<file path="config.mk">
export PLATFORM = sky130hd
export DESIGN_NAME = timer_dev
export DESIGN_NICKNAME = d
export VERILOG_FILES = /design/src/rtl/timer_pkg.sv /design/src/rtl/timer_dev.sv
export SDC_FILE = /design/constraint.sdc
export NUM_CORES = 1
export LEC_CHECK = 0
export CORE_ASPECT_RATIO = 1.5
export CORE_MARGIN = 8
export CORE_UTILIZATION = 51
export CTS_BUF_LIST = sky130_fd_sc_hd__clkbuf_8 sky130_fd_sc_hd__clkbuf_16
export DETAILED_ROUTE_END_ITERATION = 10
export GPL_ROUTABILITY_DRIVEN = 0
export HOLD_SLACK_MARGIN = 0.1
export PLACE_DENSITY = 0.81
export SYNTH_ARGS = -nofsm -noshare
export SYNTH_HDL_FRONTEND = slang
export SYNTH_SLANG_ARGS = --single-unit
</file>
<file path="constraint.sdc">
create_clock -name clk -period 2.9 [get_ports clk]
set_input_delay 0.58 -clock clk [delete_from_list [all_inputs] [get_ports clk]]
set_output_delay 0.58 -clock clk [all_outputs]
set_load 0.02 [all_outputs]
</file>
<file path="src/rtl/timer_pkg.sv">
// rtl/timer_pkg.sv - shared types and constants for the countdown timer
package timer_pkg;

  typedef enum logic [1:0] {
    ST_IDLE = 2'd0,
    ST_LOAD = 2'd1,
    ST_CNT  = 2'd2,
    ST_INT  = 2'd3
  } state_t;

  // Register offsets, taken from addr[3:2]
  localparam logic [1:0] REG_CTRL   = 2'd0;
  localparam logic [1:0] REG_PRESET = 2'd1;
  localparam logic [1:0] REG_COUNT  = 2'd2;
  localparam logic [1:0] REG_RSVD   = 2'd3;

  localparam int CTRL_EN       = 0;
  localparam int CTRL_MODE_LSB = 1;
  localparam int CTRL_MODE_MSB = 2;
  localparam int CTRL_IM       = 3;
  localparam int CTRL_W        = 4;

  localparam logic [1:0] MODE_ONESHOT = 2'b00;
  localparam logic [1:0] MODE_RELOAD  = 2'b01;

endpackage

</file>
<file path="src/rtl/timer_dev.sv">
// rtl/timer_dev.sv - memory-mapped countdown timer raising a held interrupt request
module timer_dev
  import timer_pkg::*;
#(
  parameter logic [31:0] BASE  = 32'h0000_7F00,
  parameter int          CNT_W = 32
) (
  input  logic        clk,
  input  logic        reset,
  input  logic [31:0] addr,
  input  logic        we,
  input  logic [31:0] wdata,
  output logic [31:0] rdata,
  output logic        irq
);

  state_t            r_state, w_state_nxt;
  logic [CTRL_W-1:0] r_ctrl, w_ctrl_nxt;
  logic [CNT_W-1:0]  r_preset, w_preset_nxt;
  logic [CNT_W-1:0]  r_count, w_count_nxt;
  logic              r_irq_flag, w_irq_flag_nxt;
  logic              r_irq;

  logic w_sel;
  logic w_wr_ctrl;
  logic w_wr_preset;
  logic w_en;
  logic w_reload;
  logic w_unused_addr;

  assign w_sel         = (addr[31:4] == BASE[31:4]);
  assign w_wr_ctrl     = we && w_sel && (addr[3:2] == REG_CTRL);
  assign w_wr_preset   = we && w_sel && (addr[3:2] == REG_PRESET);
  assign w_en          = r_ctrl[CTRL_EN];
  assign w_unused_addr = &{1'b0, addr[1:0]};

  always_comb begin
    w_reload = 1'b0;
    case (r_ctrl[CTRL_MODE_MSB:CTRL_MODE_LSB])
      MODE_RELOAD:  w_reload = 1'b1;
      MODE_ONESHOT: w_reload = 1'b0;
      default:      w_reload = 1'b0;
    endcase
  end

  // Bus writes clear the flag first so a flag set by the FSM in the same cycle is not lost.
  always_comb begin
    w_state_nxt    = r_state;
    w_ctrl_nxt     = r_ctrl;
    w_preset_nxt   = r_preset;
    w_count_nxt    = r_count;
    w_irq_flag_nxt = r_irq_flag;

    if (w_wr_ctrl || w_wr_preset) begin
      w_irq_flag_nxt = 1'b0;
    end

    case (r_state)
      ST_IDLE: begin
        if (w_en) begin
          w_state_nxt = ST_LOAD;
        end
      end
      ST_LOAD: begin
        w_count_nxt = r_preset;
        w_state_nxt = ST_CNT;
      end
      ST_CNT: begin
        if (!w_en) begin
          w_state_nxt = ST_IDLE;
        end else if (r_count == '0) begin
          w_state_nxt    = ST_INT;
          w_irq_flag_nxt = 1'b1;
        end else begin
          w_count_nxt = r_count - CNT_W'(1);
        end
      end
      ST_INT: begin
        if (w_reload) begin
          w_irq_flag_nxt = 1'b0;
          w_state_nxt    = ST_LOAD;
        end else begin
          w_ctrl_nxt[CTRL_EN] = 1'b0;
          w_state_nxt         = ST_IDLE;
        end
      end
      default: w_state_nxt = ST_IDLE;
    endcase

    // A CTRL write overrides the one-shot EN clear in the INT cycle.
    if (w_wr_ctrl) begin
      w_ctrl_nxt = wdata[CTRL_W-1:0];
    end
    if (w_wr_preset) begin
      w_preset_nxt = wdata[CNT_W-1:0];
    end
  end

  always_ff @(posedge clk) begin
    if (reset) begin
      r_state    <= ST_IDLE;
      r_ctrl     <= '0;
      r_preset   <= '0;
      r_count    <= '0;
      r_irq_flag <= 1'b0;
      r_irq      <= 1'b0;
    end else begin
      r_state    <= w_state_nxt;
      r_ctrl     <= w_ctrl_nxt;
      r_preset   <= w_preset_nxt;
      r_count    <= w_count_nxt;
      r_irq_flag <= w_irq_flag_nxt;
      r_irq      <= w_ctrl_nxt[CTRL_IM] & w_irq_flag_nxt;
    end
  end

  assign irq = r_irq;

  always_comb begin
    rdata = '0;
    if (w_sel) begin
      case (addr[3:2])
        REG_CTRL:   rdata = {{(32-CTRL_W){1'b0}}, r_ctrl};
        REG_PRESET: rdata = 32'(r_preset);
        REG_COUNT:  rdata = 32'(r_count);
        REG_RSVD:   rdata = '0;
        default:    rdata = '0;
      endcase
    end
  end

endmodule

</file>
# Word level (Yosys, flattened, before mapping)
# Cells that the tools add are included.
# classes
addsub	1
n_eq_ne	13
muxes	19
bitwise	1
n_reduce_logical	12
# ops
op	n
32-bit one-hot mux with 4 select lines	1
32-bit 2-to-1 mux	3
32-bit one-hot mux with 2 select lines	1
32-bit zero test	1
32-bit by 1-bit subtractor with 32-bit output, second input constant	1
28-bit by 11-bit == test with 1-bit output, second input constant	1
2-bit == test, second input constant	4
1-bit 2-to-1 mux	8
2-bit inequality test, second input constant	4
2-bit one-hot mux with 4 select lines	1
2-bit by 1-bit == test with 1-bit output, second input constant	3
2-bit 2-to-1 mux	3
2-bit zero test	2
4-bit 2-to-1 mux	1
2-bit AND reduction	2
2-bit nonzero test	2
1-bit logical AND	3
3-bit inequality test, second input constant	1
3-bit AND reduction	1
1-bit one-hot mux with 2 select lines	1
1-bit AND	1
1-bit logical OR	1
# word_totals
ff_bits	72
inputBits	67
wordCells	54

# Logic depth before layout (Yosys ltp)
# Gate-level depths: netlist (run 1).
# logic_depth
depth_word	9
mapped_depth	9
mapped_depth_nobuf	7

# Least setup slack after synthesis (run 1)
# Ideal clock, no wire load.
# synth_path
path_type	input to output
from	input port addr[2]
to	output port rdata[11]
t_arrival_ps	2038
t_required_ps	2320
setup_slack_ps	282
stages	6
path_cell_list	clkbuf_1 -> inv_1 -> nor2_1 -> clkbuf_1 -> a22oi_1 -> nor2_1
# synth_between
elab_chain_len	3
# synth_lines
element	line_no	source
start, declared	timer_dev.sv:10	input logic [31:0] addr,
2-bit == test, or another cell as far along	timer_dev.sv:122	case (addr[3:2])
32-bit one-hot mux with 4 select lines (*)	timer_dev.sv:122	
32-bit 2-to-1 mux (*)	timer_dev.sv:121	if (w_sel) begin
end, declared	timer_dev.sv:13	output logic [31:0] rdata,
# Every way passes the cells marked *; elsewhere a longest branch is shown, timed or not.

# Final worst setup path (run 1)
# layout_path
from	input port addr[14]
to	register r_preset[13]
# layout_between
elab_chain_len	3
# layout_lines
element	line_no	source
28-bit by 11-bit == test with 1-bit output	timer_dev.sv:31	assign w_sel = (addr[31:4] == BASE[31:4]);
1-bit logical AND (2 in series)	timer_dev.sv:33	assign w_wr_preset = we && w_sel && (addr[3:2] == REG_PRESET);
end signal, assigned	timer_dev.sv:110	r_preset <= w_preset_nxt;
end, declared	timer_dev.sv:19	logic [CNT_W-1:0] r_preset, w_preset_nxt;
# Every way passes these cells.
# A chain may end at the register's enable or synchronous reset.

==> impl_metrics.yaml, run 1 <==
outcome:
  status: "completed"
sta:
  skew_ns: 0.003465
  min_period_over_period: 0.9859
  hold_viol: 0
  fmax_mhz: 349.8
  hold_slack_ns: 0.5035
  rsz0062_at_grt: "yes"
  setup_viol: 0
  period_needed_ns: 2.859
  relSlewSlack: 0.2400
  max_slew.worst_pin.slew_ns: 1.140
  setup_slack_ns: 0.04084
  slew_violations: 0
setup_path:
  path_class: "input pin to register"
  critPathMaxFanout: 16
  critPathCaptureType: "register"
  worst_path_max_delay_cell: "clkdlybuf4s50_1"
  crit_chain: "clkdlybuf4s50_1, nor4b_2, nand4_1, buf_4, buf_4, buf_4, buf_4, buf_4, nor4_4, buf_4, clkbuf_16, mux2i_2, nor2_1"
  worstSetupStartpointType: "input pin"
  r2r_cells: 6
  required_ns: 3.11
  arrival_ns: 3.07
  critical_path.most_common_cell: "buf_4"
  max_stage_delay_ns: 0.46
placement:
  dp_slack_ns: -0.5450
  post_dp_cell_area_um2: 5498
  placed_cells: 725
  hpwl_mm: 10.02
  portBuffers: 97
synthesis:
  synth_ff_type: "dfxtp_1"
  synth_area_leaders: "dfxtp_1 (33%), mux2i_1 (9.4%), nor2_1 (8.3%)"
  ys_top_cells_by_count: "nor2_1 (97), dfxtp_1 (72), mux2i_1 (41)"
  postSynth.asyncResetShare: 0
  synth_simple_gate_area_frac: 0.2805
  yosys.cell_count.top_type: "nor2_1"
  yosysTopAreaCell: "dfxtp_1"
  synth-compound-area-share: 0.2362
  synth_mux_area_frac: 0.09369
  syn_inst: 545
  avgSynthCellArea_um2: 8.038
  synth_fa_ha_area_frac: 0.005713
  netlist_area_um2: 4380
  synth_warnings: 0
  synth_xor_area_frac: 0
  yosysUniqueCellTypes: 58
  synth.top_cell.area_share: 0.3290
  ys_ff_latch: 72
  ys_seq_area_frac: 0.3290
  synth_top_family_by_area: "simple AND/OR/NAND/NOR gates"
  syn_nets: 614
  synth_edf_count: 0
power:
  power.total_uw: 2136
  cellPowerDensity_nw_per_um2: 375.2
  ir_worst_vdd_v: 0.0003169
  p_leak_uw: 0.002035
grt:
  grt_overflow: 0
  grt_usage: 0.2446
  grt_pass1_wl_mm: 23.97
  grt_start_max_net_pins: 59
  antenna_found_initial: 0
  grt_pass1_vias: 4841
finish:
  area_growth_syn_to_layout_pct: 29.96
  num_antenna_cells: 0
  n_fill_cell: 717
  stdcell_area_um2: 5693
  stdcell_count: 744
  nets: 704
  drive_gt1_frac: 0.1538
route:
  vias_per_cell: 6.575
  dr.pass1.iters: 6
  post_drt_wl_per_cell_um: 19.79
  finalWirelength_mm: 14.73
  ant_nets: 0
  drt_iter0_drc: 693
  drc: 0
  vias: 4892
clock_network:
  clkTransAtPathRegs_ns: 0.05
  cts_htree_levels: 3
  cts_hold_buf: 0
  clk_latency_ns: 0.34
  clockBufferDepth: 2
  cts-root-buf: "clkbuf_16"
  cts-buffers-inserted: 9
  clkSinkCount: 72
  cts_tree: "yes"
hold_path:
  whs_path_depth: 2
  hp-class: "register to register"
floorplanning:
  rows: 41
  core_area_um2: 8362
  die_y_um: 129.5
  io_pins: 100
  die-area_um2: 11870
  initial_core_util: 0.5239
  dieWidth_um: 91.67
job:
  cap_violations: 0
[cell usage in the layout, fill, tap and decap left out, types with 3 or more instances in the layout]
cell              n
nand2_1          19
o211ai_1          3
nor3_1           16
nand4_1          15
nor2_1           97
a31oi_1           8
o21ai_0           6
clkbuf_16        10
nand3_1          14
nor4_2            5
nor4_1           13
and3_1            6
o311ai_0         18
a21oi_1          34
buf_2            33
nor2b_1           3
mux2i_1          40
o31ai_1          23
clkdlybuf4s50_1  62
o31a_1            3
inv_1             7
nand3b_1          4
dfxtp_1          72
o21a_1            6
or4_1             5
buf_4            29
a22oi_1          31
and4_1            4
nand2b_1          3
nor4_4            3
[timing repair]
action                     4_1_cts  5_1_grt
pin swaps                        1        3
setup buffers                    4        1
cloned                           0        1
setup endpoints to repair       32       41
hold endpoints to repair         0        0
resized for setup              128       10
[cell type report]
cell class	count	area, um2	share of cell area
multi-input combinational	417	2745	0.4822
sequential	72	1441	0.2532
timing repair buffer	129	1089	0.1912
clock buffer	11	252.7	0.04440
tap	107	133.9	0.02352
inverter	6	22.52	0.003956
clock inverter	2	8.758	0.001538
[critical path: cells and delay by family]
family / cells / cell delay (ns)
mux: 1 / 0.23
buf+inv: 8 / 1.52
simple gates: 4 / 0.73
[flip-flops by register name, indices dropped and copies added (netlist names)]
signal / count
irq: 1
r_count: 32
r_ctrl: 4
r_irq_flag: 1
r_preset: 32
r_state: 2
[cells by family (layout without fill, tap and decap cells)]
family / count (synthesis) / in the layout
flip-flops: 72 / 72
AO/OA/AOI/OAI: 147 / 147
buffers and inverters: 56 / 148
multiplexers: 41 / 41
AND/OR/NAND/NOR: 227 / 227
adder cells (fa/ha/maj): 2 / 2
[power breakdown]
part / switching, uW / total (uW) / internal (uW) / leakage [uW]
clock network: 392 / 997 / 605 / 0.000135
registers: 0.000000343 / 990 / 990 / 0.000580
logic: 59.5 / 149 / 89.8 / 0.00132
[path summary, 6_finish.rpt]
kind                startpoint      endpoint  slack, ns
setup / recovery      addr[14]  r_preset[13]       0.04
hold / removal    r_preset[27]   r_count[27]       0.50
setup reg to reg    r_count[2]    r_count[2]       0.35
hold reg to reg   r_preset[27]   r_count[27]       0.50
[stage by stage]
stage                 util  setup TNS [ns]
CTS                 0.6757               0
floorplan                -               0
detailed placement  0.6575          -15.64
global route        0.6808          -3.476
global placement    0.6575          -12.48
finish              0.6808               0
[layer usage]
metal,up-vias,share of wire,GRT usage
met1,2286,0.38,0.2713
met2,290,0.49,0.4185
li1,2249,-,-
met3,67,0.079,0.05903
met5,-,0,0
met4,0,0.047,0.1394
Note: power is estimated with default switching activity, not from simulation.
==> run 2: changes to the inputs <==
Settings changed: RECOVER_POWER set to 100, SKIP_CTS_REPAIR_TIMING set to 1.
==> impl_metrics.yaml, run 2 (synthesized netlist as in run 1, its figures left out) <==
power:
  ir_worst_vdd_v: 0.0003091
  power.total_uw: 2127
  p_leak_uw: 0.001938
  cellPowerDensity_nw_per_um2: 382.3
grt:
  antenna_found_initial: 0
  grt_start_max_net_pins: 59
  grt_overflow: 0
  grt_pass1_wl_mm: 23.84
  grt_usage: 0.2433
  grt_pass1_vias: 4830
setup_path:
  r2r_cells: 6
  arrival_ns: 2.27
  worstSetupStartpointType: "input pin"
  rrSetupSlack_ns: 0.19
  critPathMaxFanout: 23
  required_ns: 2.32
  path_class: "input pin to primary output"
  critPathCaptureType: "primary output"
placement:
  placed_cells: 725
  dp_slack_ns: -0.5450
  hpwl_mm: 10.02
  portBuffers: 97
floorplanning:
  io_pins: 100
  rows: 41
  die_y_um: 129.5
  die-area_um2: 11870
  dieWidth_um: 91.67
  initial_core_util: 0.5239
  core_area_um2: 8362
route:
  drc: 0
  wl_met2_mm: 6.949
  met3WireLength_mm: 1.046
  ant_nets: 0
  vias_per_cell: 6.539
  vias: 4832
  wl_met1_mm: 5.515
  dr.pass1.iters: 5
  top_layer: "met4"
  drt_iter0_drc: 823
  post_drt_wl_per_cell_um: 19.18
  finalWirelength_mm: 14.18
finish:
  seq_area_um2: 1441
  nets: 699
  area_growth_syn_to_layout_pct: 27.02
  fin_util: 0.6654
  final_cell_mix: "nor2_1 (97), dfxtp_1 (72), clkdlybuf4s50_1 (63), mux2i_1 (41), a21oi_1 (34)"
  num_antenna_cells: 0
  multiInputGateArea_um2: 2704
  drive_gt1_frac: 0.1329
  reg_top3: "r_count (32), r_preset (32), r_ctrl (4)"
  n_fill_cell: 730
  final_common_cell: "nor2_1"
  stdcell_count: 739
sta:
  fmax_mhz: 350.8
  hold_viol: 0
  setup_slack_ns: 0.04963
  period_needed_ns: 2.850
  fin_setup_tns_ns: 0
  skew_ns: 0.002957
  max_slew.worst_pin.slew_ns: 1.129
  relSlewSlack: 0.2471
  min_period_over_period: 0.9829
  rsz0062_at_grt: "no"
  setup_viol: 0
  slew_violations: 0
hold_path:
  whs_path_depth: 2
  hp-class: "register to register"
clock_network:
  clkTransAtPathRegs_ns: 0.05
  cts_tree: "yes"
  clk_latency_ns: 0.33
  cts-buffers-inserted: 9
  cts-root-buf: "clkbuf_16"
  clockBufferDepth: 2
  clkSinkCount: 72
  cts_htree_levels: 3
job:
  cap_violations: 0
outcome:
  status: "completed"
run 2: cell types whose count changed in the layout (fill, tap and decap cells not counted), moves of 2 or more:
cell and delta:
buf_2 -25, clkbuf_2 +25, buf_4 -8, clkbuf_1 +3
clkbuf_4 +2, dlymetal6s2s_1 -2, nor4_1 +2
run 2: path summary, 6_finish.rpt:
check,start,endpoint
worst min register to register,r_preset[22],r_count[22]
worst max register to register,r_count[2],r_count[30]
worst min-delay path,r_preset[22],r_count[22]
worst max-delay path,addr[17],rdata[30]
run 2: per-layer routing:
layer,vias up,track usage
met5,-,0
met4,0,0.1413
met3,65,0.05903
met2,303,0.4134
met1,2227,0.2709
li1,2237,-
run 2: per-stage QoR:
stage / hold WS, ns / cell area [um2]
3_5_place_dp: 0.4899 / 5498
5_1_grt: 0.5294 / 5564
6_report: 0.5009 / 5564
2_1_floorplan: 0.4583 / 4380
4_1_cts: 0.4992 / 5759
3_3_place_gp: 0.4779 / 5498
run 2: layout make-up:
| class | instances | area share |
|---|---|---|
| multi-input cells | 417 | 0.4859 |
| flip-flops and latches | 72 | 0.2591 |
| repair buffers | 124 | 0.1799 |
| clock buffers | 11 | 0.04542 |
| well taps | 107 | 0.02406 |
| inverters | 6 | 0.004048 |
| clock inverters | 2 | 0.001574 |
run 2: critical path, cell delays in order:
cell             delay [ns]
clkdlybuf4s50_1        0.42
nor4b_2                0.30
nand4_1                0.18
or2_4                  0.30
buf_6                  0.18
nor2_1                 0.13
clkbuf_2               0.18
run 2: power breakdown:
group	switching [uW]	total (uW)	leakage, uW	internal (uW)
Combinational	57.2	147	0.00122	89.3
Sequential	0.000000341	990	0.000580	990
Clock	385	991	0.000135	605
Total	442	2130	0.00194	1680
==> run 3: changes to the inputs <==
Clock period 2.9 ns to 3.27 ns, I/O delays scaled along.
==> impl_metrics.yaml, run 3 (synthesized netlist as in run 1, its figures left out) <==
clock_network:
  cts_tree: "yes"
  cts-buffers-inserted: 9
  clkSinkCount: 72
  clk_latency_ns: 0.33
  clkTransAtPathRegs_ns: 0.05
  clockBufferDepth: 2
  cts_htree_levels: 3
  cts-root-buf: "clkbuf_16"
setup_path:
  required_ns: 2.62
  reg2reg_from: "r_count[6]"
  crit_buf_inv: 3
  critPathMaxFanout: 10
  critical_path.top_delay_family: "simple AND/OR/NAND/NOR gates"
  r2r_end: "irq"
  rrSetupSlack_ns: 0.20
  arrival_ns: 2.46
  worstSetupStartpointType: "input pin"
  worst_path_max_delay_cell: "clkdlybuf4s50_1"
  crit_chain: "clkdlybuf4s50_1, nor4bb_2, nand4_1, or2_2, buf_4, nor2_1, clkbuf_1"
  path_class: "input pin to primary output"
  max_stage_delay_ns: 0.43
  r2r_cells: 5
  critPathCaptureType: "primary output"
grt:
  antenna_found_initial: 0
  grt_pass1_vias: 4724
  grt_start_max_net_pins: 59
  grt_pass1_wl_mm: 22.83
  grt_usage: 0.2331
  grt_overflow: 0
sta:
  hold_slack_ns: 0.4917
  rsz0062_at_grt: "no"
  skew_ns: 0.005348
  min_period_over_period: 0.9525
  setup_slack_ns: 0.1552
  setup_viol: 0
  relSlewSlack: -0.3464
  period_needed_ns: 3.115
  hold_viol: 0
  slew_violations: 27
  fmax_mhz: 321.0
  max_slew.worst_pin.slew_ns: 2.020
route:
  drt_iter0_drc: 663
  post_drt_wl_per_cell_um: 19.23
  dr.pass1.iters: 5
  vias: 4737
  drc: 0
  finalWirelength_mm: 14.10
  ant_nets: 0
  vias_per_cell: 6.462
finish:
  area_growth_syn_to_layout_pct: 26.48
  drive_gt1_frac: 0.09105
  nets: 690
  n_fill_cell: 745
  reg_top3: "r_count (32), r_preset (32), r_ctrl (4)"
  final_common_cell: "nor2_1"
  stdcell_count: 733
  final_cell_mix: "nor2_1 (97), dfxtp_1 (72), clkdlybuf4s50_1 (63), mux2i_1 (41), a21oi_1 (35)"
  num_antenna_cells: 0
  fin_util: 0.6626
placement:
  placed_cells: 717
  dp_slack_ns: -0.2601
  portBuffers: 97
  hpwl_mm: 9.713
floorplanning:
  die-area_um2: 11870
  io_pins: 100
  die_y_um: 129.5
  dieWidth_um: 91.67
  core_area_um2: 8362
  initial_core_util: 0.5239
  rows: 41
power:
  p_leak_uw: 0.001984
  ir_worst_vdd_v: 0.0002410
  power.total_uw: 1928
  cellPowerDensity_nw_per_um2: 348.0
hold_path:
  hp-class: "register to register"
  hp-start: "r_preset[23]"
  holdPathEnd: "r_count[23]"
  whs_path_depth: 2
outcome:
  status: "finished with violations"
  violations: "max-capacitance violations, max-slew violations"
job:
  cap_violations: 1
==> run 3: worst min-delay path: stages (launching register included) <==
cell and delay (ns):
dfxtp_1 0.32, nand2_1 0.06, a31oi_1 0.06
==> run 3: worst max path at each step <==
stage | from | endpoint | slack (ns) | depth (start not counted)
floorplan | addr[2] | rdata[11] | 0.50 | 6
global placement | addr[12] | rdata[6] | -0.19 | 7
detailed placement | addr[12] | rdata[2] | -0.26 | 7
CTS | addr[12] | rdata[2] | -0.25 | 7
global route | addr[12] | rdata[23] | 0.01 | 7
finish | addr[15] | rdata[8] | 0.16 | 7
==> run 3: cell type report <==
type	count	area (um2)	share of cell area
Tap cell	107	133.9	0.02416
Inverter	6	22.52	0.004065
Timing Repair Buffer	115	979.7	0.1768
Clock inverter	4	20.02	0.003613
Multi-Input combinational cell	417	2676	0.4831
Clock buffer	12	266.5	0.04810
Sequential cell	72	1441	0.2602
==> run 3: stage by stage <==
stage	TNS, ns	cell area (um2)
final	0	5540
after global routing	0	5540
after CTS	-7.239	5712
after detailed placement	-6.969	5425
after global placement	-5.953	5425
after floorplan	0	4380
==> run 3: power breakdown <==
group / leakage (uW) / internal (uW) / switching, uW
Combinational: 0.00126 / 76.0 / 47.9
Sequential: 0.000580 / 877 / 0.000000309
Clock: 0.000147 / 568 / 358
==> run 3: routing by layer <==
metal	share of wire	vias to the layer above	GRT usage
met5	0	-	0
met4	0.036	0	0.1510
met3	0.075	45	0.04688
met2	0.49	262	0.3858
met1	0.40	2211	0.2682
li1	-	2219	-
